### src/rtl/spi_bus_arbiter_pkg.sv
// spi_bus_arbiter_pkg: shared state encodings and counter sizing for the SPI bus arbiter
package spi_bus_arbiter_pkg;
  typedef enum logic [2:0] {
    ST_IDLE  = 3'd0,
    ST_SETUP = 3'd1,
    ST_OWN   = 3'd2,
    ST_DRAIN = 3'd3,
    ST_HOLD  = 3'd4
  } state_e;
  function automatic int cnt_w(input int p);
    return $clog2(p < 2 ? 2 : p) + 1;
  endfunction
endpackage

### src/rtl/spi_bus_arbiter_if.sv
// spi_bus_arbiter_if: client-side and SPI-engine-side signals of the shared SPI bus
interface spi_bus_arbiter_if #(parameter int N = 2);
  logic [N-1:0]      req;
  logic [N-1:0]      grant;
  logic [N-1:0][7:0] cli_tx_byte;
  logic [N-1:0]      cli_tx_dv;
  logic [N-1:0]      cli_tx_ready;
  logic [N-1:0]      cli_rx_dv;
  logic [7:0]        cli_rx_byte;
  logic [7:0]        spi_tx_byte;
  logic              spi_tx_dv;
  logic              spi_tx_ready;
  logic              spi_rx_dv;
  logic [7:0]        spi_rx_byte;
  logic [N-1:0]      cs_n;
  modport master (
    input  req, cli_tx_byte, cli_tx_dv, spi_tx_ready, spi_rx_dv, spi_rx_byte,
    output grant, cli_tx_ready, cli_rx_dv, cli_rx_byte, spi_tx_byte, spi_tx_dv, cs_n
  );
  modport slave (
    output req, cli_tx_byte, cli_tx_dv, spi_tx_ready, spi_rx_dv, spi_rx_byte,
    input  grant, cli_tx_ready, cli_rx_dv, cli_rx_byte, spi_tx_byte, spi_tx_dv, cs_n
  );
endinterface

### src/rtl/spi_bus_arbiter_rr_pick_n.sv
// rr_pick_n: combinational round-robin pick of the first requester after last_i
module rr_pick_n #(
  parameter  int N_CLIENTS = 2,
  localparam int IW        = $clog2(N_CLIENTS)
) (
  input  logic [N_CLIENTS-1:0] req_i,
  input  logic [IW-1:0]        last_i,
  output logic [IW-1:0]        sel_o,
  output logic                 valid_o
);
  logic [IW-1:0] idx;
  // Scan from the farthest offset down so the nearest requester after last_i wins.
  always_comb begin
    sel_o   = '0;
    valid_o = 1'b0;
    idx     = '0;
    for (int i = N_CLIENTS; i >= 1; i--) begin
      idx = IW'((int'(last_i) + i) % N_CLIENTS);
      if (req_i[idx]) begin
        sel_o   = idx;
        valid_o = 1'b1;
      end
    end
  end
endmodule

### src/rtl/spi_bus_arbiter.sv
// spi_bus_arbiter: round-robin, transaction-level sharing of one SPI byte engine with CS guard times and idle watchdog
module spi_bus_arbiter
  import spi_bus_arbiter_pkg::*;
#(
  parameter int N_CLIENTS     = 2,
  parameter int CS_SETUP_CLKS = 4,
  parameter int CS_HOLD_CLKS  = 4,
  parameter int IDLE_TIMEOUT  = 4096
) (
  input  logic                 clk,
  input  logic                 rst_n,
  spi_bus_arbiter_if.master    bus,
  output logic                 busy_o,
  output logic [N_CLIENTS-1:0] timeout_flag_o,
  input  logic [N_CLIENTS-1:0] clear_timeout_i
);
  localparam int IW = $clog2(N_CLIENTS);
  localparam int SW = cnt_w(CS_SETUP_CLKS > CS_HOLD_CLKS ? CS_SETUP_CLKS : CS_HOLD_CLKS);
  localparam int TW = cnt_w(IDLE_TIMEOUT);
  localparam logic [SW-1:0] SETUP_END = SW'(CS_SETUP_CLKS - 1);
  localparam logic [SW-1:0] HOLD_END  = SW'(CS_HOLD_CLKS - 1);
  localparam logic [TW-1:0] IDLE_END  = TW'(IDLE_TIMEOUT > 0 ? IDLE_TIMEOUT - 1 : 0);

  state_e               state_q, state_d;
  logic [N_CLIENTS-1:0] grant_q, grant_d;
  logic [N_CLIENTS-1:0] tflag_q, tflag_d;
  logic [IW-1:0]        owner_q, owner_d;
  logic [IW-1:0]        last_q, last_d;
  logic [SW-1:0]        cnt_q, cnt_d;
  logic [TW-1:0]        idle_q, idle_d;
  logic                 fly_q, fly_d;
  logic [IW-1:0]        pick_sel;
  logic                 pick_valid;
  logic                 own, tx_ok, wd_fire;

  rr_pick_n #(.N_CLIENTS(N_CLIENTS)) u_pick (
    .req_i   (bus.req),
    .last_i  (last_q),
    .sel_o   (pick_sel),
    .valid_o (pick_valid)
  );

  assign own              = state_q == ST_OWN;
  assign tx_ok            = own & bus.spi_tx_ready & bus.req[owner_q];
  assign bus.cli_tx_ready = tx_ok ? grant_q : '0;
  assign bus.spi_tx_dv    = tx_ok & bus.cli_tx_dv[owner_q];
  assign bus.spi_tx_byte  = bus.cli_tx_byte[owner_q];
  assign bus.cli_rx_dv    = ((own || state_q == ST_DRAIN) && bus.spi_rx_dv) ? grant_q : '0;
  assign bus.cli_rx_byte  = bus.spi_rx_byte;
  assign bus.grant        = grant_q;
  assign bus.cs_n         = ~grant_q;
  assign busy_o           = state_q != ST_IDLE;
  assign timeout_flag_o   = tflag_q;
  // A dropped req takes priority over the watchdog, so the flag is only raised while req is held.
  assign wd_fire = (IDLE_TIMEOUT > 0) && own && bus.req[owner_q] && !fly_q &&
                   !bus.spi_tx_dv && idle_q == IDLE_END;

  always_comb begin
    state_d = state_q;
    grant_d = grant_q;
    owner_d = owner_q;
    last_d  = last_q;
    cnt_d   = cnt_q;
    fly_d   = bus.spi_tx_dv | (fly_q & ~bus.spi_rx_dv);
    idle_d  = (!own || bus.spi_tx_dv) ? '0 :
              (!fly_q && idle_q != IDLE_END) ? idle_q + 1'b1 : idle_q;
    tflag_d = (tflag_q & ~clear_timeout_i) | (wd_fire ? grant_q : '0);
    case (state_q)
      ST_IDLE: if (pick_valid) begin
        state_d = ST_SETUP;
        grant_d = N_CLIENTS'(1) << pick_sel;
        owner_d = pick_sel;
        cnt_d   = '0;
      end
      ST_SETUP: if (cnt_q == SETUP_END) state_d = ST_OWN; else cnt_d = cnt_q + 1'b1;
      ST_OWN:   if (!bus.req[owner_q] || wd_fire) state_d = ST_DRAIN;
      ST_DRAIN: if (!fly_q && bus.spi_tx_ready) begin
        state_d = ST_HOLD;
        grant_d = '0;
        cnt_d   = '0;
        last_d  = owner_q;
      end
      ST_HOLD:  if (cnt_q == HOLD_END) state_d = ST_IDLE; else cnt_d = cnt_q + 1'b1;
      default:  state_d = ST_IDLE;
    endcase
  end

  always_ff @(posedge clk or negedge rst_n)
    if (!rst_n) begin
      state_q <= ST_IDLE;
      grant_q <= '0;
      tflag_q <= '0;
      owner_q <= '0;
      last_q  <= IW'(N_CLIENTS - 1);
      cnt_q   <= '0;
      idle_q  <= '0;
      fly_q   <= 1'b0;
    end else begin
      state_q <= state_d;
      grant_q <= grant_d;
      tflag_q <= tflag_d;
      owner_q <= owner_d;
      last_q  <= last_d;
      cnt_q   <= cnt_d;
      idle_q  <= idle_d;
      fly_q   <= fly_d;
    end
endmodule
### src/flat_wrapper.sv
// flat-port wrapper written by rule: the top's interface ports become plain ports
module spi_bus_arbiter_flat import spi_bus_arbiter_pkg::*;
#(
  parameter int N_CLIENTS     = 2,
  parameter int CS_SETUP_CLKS = 4,
  parameter int CS_HOLD_CLKS  = 4,
  parameter int IDLE_TIMEOUT  = 4096
)
  (clk, rst_n, busy_o, timeout_flag_o, clear_timeout_i, bus_req, bus_cli_tx_byte, bus_cli_tx_dv, bus_spi_tx_ready, bus_spi_rx_dv, bus_spi_rx_byte, bus_grant, bus_cli_tx_ready, bus_cli_rx_dv, bus_cli_rx_byte, bus_spi_tx_byte, bus_spi_tx_dv, bus_cs_n);
  spi_bus_arbiter_if bus_i ();
  input  logic clk;
  input  logic rst_n;
  output logic busy_o;
  output logic [N_CLIENTS-1:0] timeout_flag_o;
  input  logic [N_CLIENTS-1:0] clear_timeout_i;
  input wire logic [$bits(bus_i.req)-1:0] bus_req;
  input wire logic [$bits(bus_i.cli_tx_byte)-1:0] bus_cli_tx_byte;
  input wire logic [$bits(bus_i.cli_tx_dv)-1:0] bus_cli_tx_dv;
  input wire logic [$bits(bus_i.spi_tx_ready)-1:0] bus_spi_tx_ready;
  input wire logic [$bits(bus_i.spi_rx_dv)-1:0] bus_spi_rx_dv;
  input wire logic [$bits(bus_i.spi_rx_byte)-1:0] bus_spi_rx_byte;
  output wire logic [$bits(bus_i.grant)-1:0] bus_grant;
  output wire logic [$bits(bus_i.cli_tx_ready)-1:0] bus_cli_tx_ready;
  output wire logic [$bits(bus_i.cli_rx_dv)-1:0] bus_cli_rx_dv;
  output wire logic [$bits(bus_i.cli_rx_byte)-1:0] bus_cli_rx_byte;
  output wire logic [$bits(bus_i.spi_tx_byte)-1:0] bus_spi_tx_byte;
  output wire logic [$bits(bus_i.spi_tx_dv)-1:0] bus_spi_tx_dv;
  output wire logic [$bits(bus_i.cs_n)-1:0] bus_cs_n;
  assign bus_i.req = bus_req;
  assign bus_i.cli_tx_byte = bus_cli_tx_byte;
  assign bus_i.cli_tx_dv = bus_cli_tx_dv;
  assign bus_i.spi_tx_ready = bus_spi_tx_ready;
  assign bus_i.spi_rx_dv = bus_spi_rx_dv;
  assign bus_i.spi_rx_byte = bus_spi_rx_byte;
  assign bus_grant = bus_i.grant;
  assign bus_cli_tx_ready = bus_i.cli_tx_ready;
  assign bus_cli_rx_dv = bus_i.cli_rx_dv;
  assign bus_cli_rx_byte = bus_i.cli_rx_byte;
  assign bus_spi_tx_byte = bus_i.spi_tx_byte;
  assign bus_spi_tx_dv = bus_i.spi_tx_dv;
  assign bus_cs_n = bus_i.cs_n;
  spi_bus_arbiter #(.N_CLIENTS(N_CLIENTS), .CS_SETUP_CLKS(CS_SETUP_CLKS), .CS_HOLD_CLKS(CS_HOLD_CLKS), .IDLE_TIMEOUT(IDLE_TIMEOUT)) u_core (.clk(clk), .rst_n(rst_n), .bus(bus_i), .busy_o(busy_o), .timeout_flag_o(timeout_flag_o), .clear_timeout_i(clear_timeout_i));
endmodule
### config.mk
export PLATFORM = sky130hd
export DESIGN_NAME = spi_bus_arbiter_flat
export DESIGN_NICKNAME = d
export VERILOG_FILES = /design/src/rtl/spi_bus_arbiter_pkg.sv /design/src/rtl/spi_bus_arbiter_if.sv /design/src/rtl/spi_bus_arbiter_rr_pick_n.sv /design/src/rtl/spi_bus_arbiter.sv /design/src/flat_wrapper.sv
export SDC_FILE = /design/constraint.sdc
export NUM_CORES = 1
export LEC_CHECK = 0
export ABC_AREA = 1
export CAP_MARGIN = 20
export CORE_MARGIN = 2
export CORE_UTILIZATION = 60
export CTS_CLUSTER_SIZE = 30
export DETAILED_ROUTE_END_ITERATION = 10
export DONT_BUFFER_PORTS = 1
export GPL_ROUTABILITY_DRIVEN = 1
export PLACE_DENSITY = 0.76
export SLEW_MARGIN = 15
export SYNTH_ARGS = -nofsm -noshare
export SYNTH_HDL_FRONTEND = slang
export SYNTH_SLANG_ARGS = --single-unit
### constraint.sdc
create_clock -name clk -period 1.8 [get_ports clk]
set_input_delay 0.27 -clock clk [delete_from_list [all_inputs] [get_ports clk]]
set_output_delay 0.27 -clock clk [all_outputs]
set_load 0.005 [all_outputs]
==> impl_metrics.toml <==
[outcome]
outcome = "complete, but fails checks"
violations = "design-rule violations"

[clock_tree]
cts_buffers = 3
cts_num_sinks = 26
cts_buffer_depth = 2
clk_pin_slew_ps = 150
cts_root_buf = "clkbuf_4"
htree_levels = 1
clk_latency_ps = 330
cts_tree = "done"

[setup_path]
r2r_end = "u_core.idle_q[10]"
setup.worst_path.start = "u_core.state_q[0]"
reg2reg_slack_ps = 170
required_ps = 1530
regToRegStartpoint = "u_core.idle_q[0]"
worst_setup_path_end_kind = "output port"
critPathArrivalTime_ps = 1420
start_kind = "flip-flop"
r2r_cells = 9
cp_max_fo = 6
crit_type = "flip-flop to output port"

[floorplanning]
num_rows = 19
die_area_sq_mm = 0.00345
fp.dieH_microns = 58.7
die_width_microns = 58.7
start_util_pct = 64.0
core_area_sq_mm = 0.00281
ios = 62

[sta]
min_period_ps = 1690
fin_skew_ps = 6.42
hold_viol = 0
setup_tns_ps = 0
max_freq_mhz = 592
finalSetupViolCount = 0
maxSlewHeadroom_pct = 75.0
rsz0062_at_grt = "no"
fin_crit_sh_pct = 93.9
tightest_slew_ps = 372
slew_violations = 0

[route]
vias = 1526
top_layer = "met4"
met2_length_microns = 1910
route.met3.wl_microns = 190
first_pass_iters = 7
via_per_inst = 5.51
drt_wl_total_microns = 3730
drc = 1
wire_per_inst_microns = 13.5
antenna_left = 0
wl_met1_microns = 1580
drtIter0Drc = 101

[synth]
synth.area.top_cells = "dfrtp_1, nand2_1, inv_1, nor2_1, nand3_1"
synth_area_leader_cell = "dfrtp_1"
seq_area_frac_synth_pct = 36.3
synth.cell_area_sq_mm = 0.00180
synth_most_common_cell = "nand2_1"
async_flop_share_pct = 100
ys_types = 29
synthTopCellsByCount = "nand2_1, inv_1, dfrtp_1, nor2_1, nand3_1"
synth_top_area_share_pct = 34.8
synth_warnings = 0
synth_edf_count = 0
syn-num-nets = 283
ys.flop_type = "dfrtp_1"
ys_seq_elements = 26
synthCells = 246
postSynthAreaPerCell_sq_um = 7.30

[placed_design]
placed_cell_area_sq_mm = 0.00176
gp_congestion = 0.902
port_buffers = 0
dp_hpwl_microns = 2830

[global_routing]
first_global_vias = 1508
grt_overflow_total = 0
grt_pass1_wl_microns = 6370
track_usage_pct = 23.7
antenna_found_initial = 0
grt_max_degree = 27

[finish]
syn_to_final_growth_pct = 4.67
register_area_sq_um = 654
fillers = 243
drive_above_1_share_pct = 15.0
multi_input_area_sq_um = 950
diodes = 0
fin_area_sq_mm = 0.00188
nNetsFinal = 284

[min_path]
min_path_cells = 1
holdPathEnd = "u_core.timeout_flag_o[0]"
hold_class = "input port to flip-flop"
hp-start = "clear_timeout_i[0]"

[power_and_ir_drop]
p_leak_nw = 0.895
ir_worst_vdd_v = 0.000866
p_per_area_mw_per_mm2 = 1240

[flow_run]
maxCapViolations = 0
## cells by family (layout without fill, tap and decap cells)
logic type                 count (synthesis)  after routing  synth area share [%]
AOI/OAI and AO/OA                         23             23                  9.19
buffers and inverters                     41             41                  11.6
and+or+nand+nor                          147            147                  38.0
xor gates and xnor gates                   6              6                  2.92
DFF                                       26             26                  36.3
adders and majority gates                  3              3                  2.09
## how the worst max path moves through the flow
stage / cells after the start / endpoint / slack (ps)
after global placement: 9 / u_core.state_q[0] / 180
after CTS: 4 / bus_spi_tx_dv / 90
after detailed placement: 9 / u_core.idle_q[10] / 150
final: 5 / bus_spi_tx_dv / 110
after global routing: 5 / bus_spi_tx_dv / 10
after floorplan: 9 / u_core.idle_q[4] / 290
## critical path, cell delays in order (launching register included)
cell and delay [ps]:
dfrtp_2 480, nor2_4 180, nand2_4 80, nor2_4 120, nand3_4 120, inv_1 110
## metal layers
metal | vias up | track usage, %
met4 | 0 | 7.47
li1 | 776 | -
met2 | 53 | 41.4
met5 | - | 0
met1 | 691 | 30.2
met3 | 6 | 3.08
## per-stage QoR
stage	std cells	utilization (%)	power, mW	setup WS, ps	hold slack [ps]
CTS	274	65.7	2.29	92.9	8.78
floorplan	246	-	1.68	289	-25.6
finish	277	67.0	2.34	110	16.3
detailed placement	268	62.8	1.86	149	-25.0
global route	277	67.0	2.54	10.2	0.312
global placement	268	62.8	1.84	176	-25.0
## where the power goes
part           switching, mW  total [mW]  internal (mW)
logic                  0.668        1.05          0.377
clock network          0.186       0.411          0.225
registers              0.162       0.879          0.717
## registers in the layout, indices dropped and copies added (netlist names)
signal	flops
u_core.fly_q	1
u_core.idle_q	13
u_core.last_q	1
u_core.timeout_flag_o	2
u_core.cnt_q	3
u_core.owner_q	1
u_core.bus.grant	2
u_core.state_q	3
## timing repair
item | 4_1_cts | 5_1_grt
hold endpoints to repair | 26 | 0
setup buffers | 0 | 3
hold buffers | 2 | 0
setup endpoints to repair | 0 | 8
gates resized for setup | 0 | 5
## cells in the final DEF (no fill, tap or decap), types with 2 or more instances in the layout
cell type / n
nand4_1: 6
o21ai_0: 7
nor2_4: 4
nor2_1: 25
nand3_1: 14
inv_2: 2
o22ai_1: 3
buf_4: 5
nand2_1: 82
a21oi_1: 2
nand2_2: 3
xor2_1: 6
dfrtp_2: 2
clkbuf_4: 3
o21ai_2: 7
dfrtp_1: 23
nand2_8: 2
nor3_1: 8
ha_1: 2
inv_1: 27
## area by class of cell
type	count	share of cell area (%)
Clock buffer	3	1.20
Multi-Input combinational cell	179	50.5
Sequential cell	26	34.8
Timing Repair Buffer	7	3.59
Tap cell	31	2.06
Clock inverter	1	1.60
Inverter	30	6.25
No activity file was read; power rests on OpenSTA's default activity.
